## config.mk

```make
export PLATFORM = sky130hd
export DESIGN_NAME = wb_stage_regfile_flat
export DESIGN_NICKNAME = d
export VERILOG_FILES = /design/src/rtl/pipe_pkg.sv /design/src/rtl/wb_stage_regfile_if.sv /design/src/rtl/regfile_2r1w.sv /design/src/rtl/wb_stage_regfile.sv /design/src/flat_wrapper.sv
export SDC_FILE = /design/constraint.sdc
export NUM_CORES = 2
export LEC_CHECK = 0
export BUFFER_PORTS_ARGS = -buffer_cell sky130_fd_sc_hd__buf_2
export CAP_MARGIN = 20
export CORE_MARGIN = 5
export CORE_UTILIZATION = 45
export DETAILED_ROUTE_END_ITERATION = 12
export PLACE_DENSITY_LB_ADDON = 0.25
export REMOVE_ABC_BUFFERS = 1
export SYNTH_ARGS = -nofsm -noshare
export SYNTH_HDL_FRONTEND = slang
export SYNTH_SLANG_ARGS = --single-unit
```

## constraint.sdc

```tcl
create_clock -name clk -period 33.2 [get_ports clk]
set_input_delay 0 -clock clk [delete_from_list [all_inputs] [get_ports clk]]
set_output_delay 0 -clock clk [all_outputs]
set_load 0.005 [all_outputs]
```

## src/rtl/pipe_pkg.sv

```systemverilog
// Shared pipeline definitions: datapath widths, register-file geometry and the
// write-back control bundle carried through the EX/MEM and MEM/WB registers.
package pipe_pkg;

  localparam int DATA_W   = 32;
  localparam int ADDR_W   = 5;
  localparam int NUM_REGS = 2 ** ADDR_W;

  localparam logic [ADDR_W-1:0] ZERO_REG = '0;

  typedef struct packed {
    logic regwrite;
    logic memtoreg;
  } wb_ctrl_t;

endpackage

```

## src/rtl/wb_stage_regfile_if.sv

```systemverilog
// MEM/WB-to-write-back bundle plus the decode-stage read ports of the register file.
// The master side is the pipeline (drives MEM/WB values and read indices).
interface wb_stage_regfile_if
  import pipe_pkg::*;
#(
  parameter int CNT_W = 16
) ();

  logic              regwrite_in;
  logic              memtoreg_in;
  logic [DATA_W-1:0] mem_rdata_in;
  logic [DATA_W-1:0] alu_result_in;
  logic [ADDR_W-1:0] rd_in;
  logic [ADDR_W-1:0] rs1_addr;
  logic [ADDR_W-1:0] rs2_addr;

  logic [DATA_W-1:0] rs1_data;
  logic [DATA_W-1:0] rs2_data;
  logic              wb_en;
  logic [ADDR_W-1:0] wb_rd;
  logic [DATA_W-1:0] wb_data;
  logic [CNT_W-1:0]  wb_count;

  modport master (
    output regwrite_in, memtoreg_in, mem_rdata_in, alu_result_in, rd_in,
    output rs1_addr, rs2_addr,
    input  rs1_data, rs2_data, wb_en, wb_rd, wb_data, wb_count
  );

  modport slave (
    input  regwrite_in, memtoreg_in, mem_rdata_in, alu_result_in, rd_in,
    input  rs1_addr, rs2_addr,
    output rs1_data, rs2_data, wb_en, wb_rd, wb_data, wb_count
  );

endinterface

```

## src/rtl/regfile_2r1w.sv

```systemverilog
// Two-read / one-write register file with x0 hardwired to zero and an optional
// write-first bypass so decode sees a same-cycle write-back without stalling.
module regfile_2r1w
  import pipe_pkg::*;
#(
  parameter bit BYPASS_EN = 1'b1
) (
  input  logic              clk,
  input  logic              reset,
  input  logic              we,
  input  logic [ADDR_W-1:0] waddr,
  input  logic [DATA_W-1:0] wdata,
  input  logic [ADDR_W-1:0] raddr1,
  input  logic [ADDR_W-1:0] raddr2,
  output logic [DATA_W-1:0] rdata1,
  output logic [DATA_W-1:0] rdata2
);

  logic [DATA_W-1:0] regs [NUM_REGS];
  logic              wr_ok;

  // Writes are suppressed while reset is held so neither the array nor the bypass sees them.
  assign wr_ok = we && !reset && (waddr != ZERO_REG);

  // NOTE: the array is cleared by the asynchronous reset because a mid-stream
  // reset must make every register read zero immediately; that rules out a RAM macro.
  always_ff @(posedge clk or posedge reset) begin
    if (reset) begin
      for (int i = 0; i < NUM_REGS; i++) regs[i] <= '0;
    end else if (wr_ok) begin
      regs[waddr] <= wdata;
    end
  end

  // NOTE: every output gets a default first so no path through the mux infers a latch.
  always_comb begin
    rdata1 = regs[raddr1];
    rdata2 = regs[raddr2];
    if (BYPASS_EN && wr_ok && (raddr1 == waddr)) rdata1 = wdata;
    if (BYPASS_EN && wr_ok && (raddr2 == waddr)) rdata2 = wdata;
    if (raddr1 == ZERO_REG) rdata1 = '0;
    if (raddr2 == ZERO_REG) rdata2 = '0;
  end

endmodule

```

## src/rtl/wb_stage_regfile.sv

```systemverilog
// Write-back stage: selects load data or ALU result, qualifies the write against x0,
// writes the register file and counts qualified write-back events.
module wb_stage_regfile
  import pipe_pkg::*;
#(
  parameter bit BYPASS_EN = 1'b1,
  parameter int CNT_W     = 16
) (
  input  logic                clk,
  input  logic                reset,
  wb_stage_regfile_if.slave   bus
);

  wb_ctrl_t          ctrl;
  logic              wb_en;
  logic [DATA_W-1:0] wb_data;
  logic [CNT_W-1:0]  wb_count;

  assign ctrl.regwrite = bus.regwrite_in;
  assign ctrl.memtoreg = bus.memtoreg_in;

  assign wb_data = ctrl.memtoreg ? bus.mem_rdata_in : bus.alu_result_in;
  assign wb_en   = ctrl.regwrite && (bus.rd_in != ZERO_REG);

  assign bus.wb_en    = wb_en;
  assign bus.wb_rd    = bus.rd_in;
  assign bus.wb_data  = wb_data;
  assign bus.wb_count = wb_count;

  // Free-running modulo counter: wraps to zero with no saturation.
  always_ff @(posedge clk or posedge reset) begin
    if (reset)      wb_count <= '0;
    else if (wb_en) wb_count <= wb_count + CNT_W'(1);
  end

  regfile_2r1w #(
    .BYPASS_EN (BYPASS_EN)
  ) u_regfile (
    .clk    (clk),
    .reset  (reset),
    .we     (wb_en),
    .waddr  (bus.rd_in),
    .wdata  (wb_data),
    .raddr1 (bus.rs1_addr),
    .raddr2 (bus.rs2_addr),
    .rdata1 (bus.rs1_data),
    .rdata2 (bus.rs2_data)
  );

endmodule

```

## src/flat_wrapper.sv

```systemverilog
// flat-port wrapper written by rule: the top's interface ports become plain ports
module wb_stage_regfile_flat import pipe_pkg::*;
#(
  parameter bit BYPASS_EN = 1'b1,
  parameter int CNT_W     = 16
)
  (clk, reset, bus_regwrite_in, bus_memtoreg_in, bus_mem_rdata_in, bus_alu_result_in, bus_rd_in, bus_rs1_addr, bus_rs2_addr, bus_rs1_data, bus_rs2_data, bus_wb_en, bus_wb_rd, bus_wb_data, bus_wb_count);
  wb_stage_regfile_if #(.CNT_W(CNT_W)) bus_i ();
  input  logic clk;
  input  logic reset;
  input wire logic [$bits(bus_i.regwrite_in)-1:0] bus_regwrite_in;
  input wire logic [$bits(bus_i.memtoreg_in)-1:0] bus_memtoreg_in;
  input wire logic [$bits(bus_i.mem_rdata_in)-1:0] bus_mem_rdata_in;
  input wire logic [$bits(bus_i.alu_result_in)-1:0] bus_alu_result_in;
  input wire logic [$bits(bus_i.rd_in)-1:0] bus_rd_in;
  input wire logic [$bits(bus_i.rs1_addr)-1:0] bus_rs1_addr;
  input wire logic [$bits(bus_i.rs2_addr)-1:0] bus_rs2_addr;
  output wire logic [$bits(bus_i.rs1_data)-1:0] bus_rs1_data;
  output wire logic [$bits(bus_i.rs2_data)-1:0] bus_rs2_data;
  output wire logic [$bits(bus_i.wb_en)-1:0] bus_wb_en;
  output wire logic [$bits(bus_i.wb_rd)-1:0] bus_wb_rd;
  output wire logic [$bits(bus_i.wb_data)-1:0] bus_wb_data;
  output wire logic [$bits(bus_i.wb_count)-1:0] bus_wb_count;
  assign bus_i.regwrite_in = bus_regwrite_in;
  assign bus_i.memtoreg_in = bus_memtoreg_in;
  assign bus_i.mem_rdata_in = bus_mem_rdata_in;
  assign bus_i.alu_result_in = bus_alu_result_in;
  assign bus_i.rd_in = bus_rd_in;
  assign bus_i.rs1_addr = bus_rs1_addr;
  assign bus_i.rs2_addr = bus_rs2_addr;
  assign bus_rs1_data = bus_i.rs1_data;
  assign bus_rs2_data = bus_i.rs2_data;
  assign bus_wb_en = bus_i.wb_en;
  assign bus_wb_rd = bus_i.wb_rd;
  assign bus_wb_data = bus_i.wb_data;
  assign bus_wb_count = bus_i.wb_count;
  wb_stage_regfile #(.BYPASS_EN(BYPASS_EN), .CNT_W(CNT_W)) u_core (.clk(clk), .reset(reset), .bus(bus_i));
endmodule
```

Word level (Yosys, flattened, before mapping)

Cells that the tools add are included.

Add/sub/neg operators: 1
Magnitude comparators: 4
Eq/ne operators: 2
Muxes and demuxes: 14
Bitwise logic cells: 3
Reduce and logical (&&, ||, !) cells: 10

Operators with widths:

| operator                                                                     | number |
|---|---|
| 1024-bit bitwise mux                                                         | 1 |
| 32-bit binary-select mux with 5-bit select                                   | 2 |
| 32-bit 2-to-1 mux                                                            | 10 |
| 32-bit demux with 5-bit select                                               | 1 |
| 6-bit greater-or-equal comparator, second input constant                     | 3 |
| 5-bit inverter with 6-bit output                                             | 3 |
| 16-bit by 1-bit adder with 16-bit output, second input constant              | 1 |
| 5-bit equality test                                                          | 2 |
| 5-bit logical NOT                                                            | 2 |
| 1-bit logical AND                                                            | 6 |
| 6-bit by 1-bit less-than comparator with 1-bit output, second input constant | 1 |
| 5-bit nonzero test                                                           | 1 |
| 1-bit logical NOT                                                            | 1 |

Register bits after elaboration: 1040
Input port bits: 83
Output and inout port bits: 118
Word-level logic and storage cells: 67

Logic depth before layout (Yosys ltp)

Depth after elaboration: 7
Mapped depth: 9
Mapped depth without buffers: 6

Cells and area by module

From an unflattened synthesis, not the netlist that was laid out.

Cells, all modules: 4040
Area total of the unflattened synthesis: 56573.0 um^2

By module, submodules not included:

| module           | times used | cells each | area an instance (um^2) | seq. area each (um^2) |
|---|---|---|---|---|
| regfile_2r1w     | 1          | 3935       | 55364.3                 | 25624.6 |
| wb_stage_regfile | 1          | 105        | 1208.7                  | 400.4 |

Worst setup path after synthesis

Ideal clock, no wire load.

Path kind: input -> register
Start: input reset
End: register u_core.u_regfile.regs[576] (netlist bit)
Setup time: 137 ps
Arrival time: 26757 ps
Data required time: 33063 ps
Slack: 6306 ps
Stages: 5
Buffers on the path: 1
Path through: inv_1 -> nand4b_1 -> nor2_2 -> clkbuf_1 -> a21oi_1

Longest elaborated chain between the ends: 3

RTL lines:

| what                            | line               | text |
|---|---|---|
| from (decl)                     | flat_wrapper.sv:10 | `input logic reset;` |
| 1-bit logical NOT (no line)     | n/a                |  |
| 1-bit logical AND (2 in a row)  | regfile_2r1w.sv:23 | `assign wr_ok = we && !reset && (waddr != ZERO_REG);` |
| to (signal, indexed assignment) | regfile_2r1w.sv:31 | `regs[waddr] <= wdata;` |
| to (decl)                       | regfile_2r1w.sv:19 | `logic [DATA_W-1:0] regs [NUM_REGS];` |

Every way passes these cells.
A chain may end at the register's enable or synchronous reset.

Worst setup path after layout

Start: input bus_rs1_addr[0]
End: output bus_rs1_data[19]

Longest elaborated chain between the ends: 6
Elaborated cells on any way between the ends: 9
Those cells by class: eq/ne: 1; mux: 5; bitwise: 1; reduce/logical: 2

RTL lines:

| what                                                   | line               | text |
|---|---|---|
| from (decl)                                            | flat_wrapper.sv:16 | `input wire logic [$bits(bus_i.rs1_addr)-1:0] bus_rs1_addr;` |
| 5-bit inverter with 6-bit output (implied by the code) | regfile_2r1w.sv:37 | `rdata1 = regs[raddr1];` |
| 32-bit binary-select mux with 5-bit select             | regfile_2r1w.sv:37 |  |
| 32-bit 2-to-1 mux (implied by the code) (2 in a row)   | regfile_2r1w.sv:37 |  |
| 32-bit 2-to-1 mux                                      | regfile_2r1w.sv:39 | `if (BYPASS_EN && wr_ok && (raddr1 == waddr)) rdata1 = wdata;` |
| 32-bit 2-to-1 mux (*)                                  | regfile_2r1w.sv:41 | `if (raddr1 == ZERO_REG) rdata1 = '0;` |
| to (decl)                                              | flat_wrapper.sv:18 | `output wire logic [$bits(bus_i.rs1_data)-1:0] bus_rs1_data;` |

Mark *: on every way between the ends. The rest lies on a longest branch, timed or not. The select of a mux whose other input is x is not followed.

==> qor.yml <==
status: "completed"
comb_power_share_pct: 18.6
synth_top_area_share_pct: 47.1
clkLatencyLatePin_ns: 0.71
setup_violations: 0
p_total_mw: 3.58
cap_violations: 0
netSwitchingFraction_pct: 29.0
met2_usage_pct: 44.0
clk_transition_reported_paths_ns: 0.06
yosysWarnings: 0
nNetsFinal: 5173
gp_congestion: 0.817
cp_max_fo: 55
num_io_pins: 201
grt-busiest-layer: "met2"
syn_avg_cell_area_um2: 10.7
clockBufferDepth: 3
ys.flop_type: "dfrtp_1"
ant_nets: 0
post-route-min-period_ns: 3.92
clock-sinks: 1040
yosys.area.top_type: "dfrtp_1"
p_per_area_nw_per_um2: 58.4
ys_seq_area_share_pct: 47.1
coreArea_um2: 122000
cts_buffers: 113
cp-end-kind: "output port"
slew_viol_final: 0
die_w_um: 360
tns_ns: 0
cts_root_buffer: "clkbuf_16"
drive_above_1_share_pct: 21.1
pwr-share-clk_pct: 36.1
use_met1_pct: 40.2
die_area_um2: 130000
routed_wl_um: 188000
ir_worst_vdd_mv: 0.0417
min-delay-path-class: "input port to asynchronous set/reset pin"
grt_setup_unrepaired: "false"
crit_type: "input port to output port"
yosysMostFrequentCell: "dfrtp_1"
die_h_um: 360
synthCells: 5142
areaGrowthSynthToFinish_pct: 10.9
synthTopCellsByArea: "dfrtp_1, mux4_2, mux2i_1"
holdBufCountCts: 70
max_slew_margin_pct: 22.5
synth-seq-cells: 1040
cts_tree: "built"
port_buffers: 200
hold_viol: 0
avgViaCountPerCell: 6.24
synth.distinct_cells: 62
cp-start-kind: "input port"
drc_errors: 0
antenna_found_initial: 2
cts_setup_buffers: 0
cp.required_ns: 33.20
drtPass1Iterations: 5
final.period_utilization_pct: 11.8
grtUsageTotal_pct: 28.4
drtIter0Drc: 4410
synth_common_cells: "dfrtp_1, nand2_1, o21ai_0, mux2i_1, nor2_1"
cts_resized: 0
wl_per_cell_um: 27.6
htree_levels: 3
p_sw_mw: 1.04
grt_pass1_vias: 42000
n_fill_cell: 11000
grt_use_met3_pct: 6.09
netlist_area_um2: 55300
sequentialPowerShare_pct: 45.3
fmaxAchievable_ghz: 0.255
crit_arrival_ns: 3.92
grt_overflow: 0
worstMarginPinSlew_ns: 1.16
synth-edff-count: 0
post-route-util_pct: 50.3
vias: 42500
grt_pass1_wl_um: 281000
dp_hpwl_um: 103000
initial_core_util_pct: 45.3
leakagePower_nw: 27.0
intPower_mw: 2.54
ys_async_sr_fraction_pct: 100
grt_max_degree: 178
finClkSkew_ns: 0.00596
rows: 128
cell type report:
type	instances	area [µm²]	share of cell area, %
Clock buffer	167	3320	5.42
Antenna cell	3	7.51	0.0122
Clock inverter	41	465	0.759
Timing Repair Buffer	393	2820	4.60
Sequential cell	1040	26000	42.5
Tap cell	1625	2030	3.32
Multi-Input combinational cell	3499	26500	43.2
Inverter	42	165	0.269
worst max-delay path, stage by stage:
cell and delay, ns:
buf_8 0.45, buf_4 0.85, nand2_2 0.65, buf_4 0.47, o22ai_1 0.19, a221oi_1 0.08, o221ai_1 0.59, a31oi_1 0.23
buf_2 0.21
final timing paths:
path                                              from  slack, ns  depth (start not counted)                          end
hold reg to reg            u_core.u_regfile.regs[1000]       0.40                          0  u_core.u_regfile.regs[1000]
min in group clk                       bus_memtoreg_in       0.15                          3   u_core.u_regfile.regs[926]
setup reg to reg                u_core.bus.wb_count[2]      31.57                          5      u_core.bus.wb_count[12]
max in group asynchronous                        reset      29.75                          6   u_core.u_regfile.regs[306]
hold / removal                                   reset       0.12                          3   u_core.u_regfile.regs[387]
setup / recovery                       bus_rs1_addr[0]      29.28                          9             bus_rs1_data[19]
kinds of logic (layout without fill, tap and decap cells):
logic type	count (synthesis)	after routing	synth area share, %
AOI/OAI and AO/OA	1489	1489	16.3
and+or+nand+nor	1176	1176	8.60
DFF	1040	1040	47.1
muxes	808	808	21.9
buffers and inverters	603	643	5.74
xor gates and xnor gates	25	25	0.396
adders and majority gates	1	1	0.0226
other	0	3	0
stage by stage:
step | worst slack, ns | instance area, µm² | hold WS, ns | std cells
4_1_cts | 29.34 | 61200 | 0.112 | 6804
5_1_grt | 29.14 | 61300 | 0.183 | 6807
3_5_place_dp | 29.35 | 56700 | 0.277 | 6526
3_3_place_gp | 29.36 | 56700 | 0.275 | 6525
6_report | 29.28 | 61300 | 0.116 | 6810
2_1_floorplan | 0.978 | 52300 | 0 | 4581
flip-flops by register name, indices dropped and copies added (netlist names):
signal                 cells
u_core.bus.wb_count       16
u_core.u_regfile.regs   1024
power groups by stage:
stage | clock network [mW] | registers [mW] | logic (mW)
after floorplan | 0 | 1.60 | 0.451
after global placement | 0 | 1.63 | 0.638
after detailed placement | 0 | 1.64 | 0.654
after CTS | 1.31 | 1.62 | 0.664
after global routing | 1.36 | 1.65 | 0.735
final | 1.29 | 1.62 | 0.665
routing by layer:
layer	wire, µm	up-vias	part of all wire, %
li1	-	18600	-
met1	79800	21600	43
met2	84700	1883	45
met3	16700	387	8.9
met4	6440	2	3.4
met5	13	-	0.0069
cell usage in the layout (no fill, tap or decap), drive strengths merged, types with 8 or more instances in the layout:
cell type    netlist  routed
a21oi            385     385
a221oi           115     115
a22o              13      13
a22oi             32      32
a31oi             64      64
buf              266     324
bufinv             0       8
clkbuf           295     167
clkinv             0      26
dfrtp           1040    1040
dlygate4sd3        0      69
inv               42      46
mux2              67      67
mux2i            428     428
mux4             313     313
nand2            699     699
nand3             10      10
nor2             417     417
o2111ai           30      30
o211ai            75      75
o21ai            686     686
o221ai            20      20
o22a              29      29
o22ai             33      33
xnor2             10      10
xor2              15      15
Power figures use the tool's default switching activity.
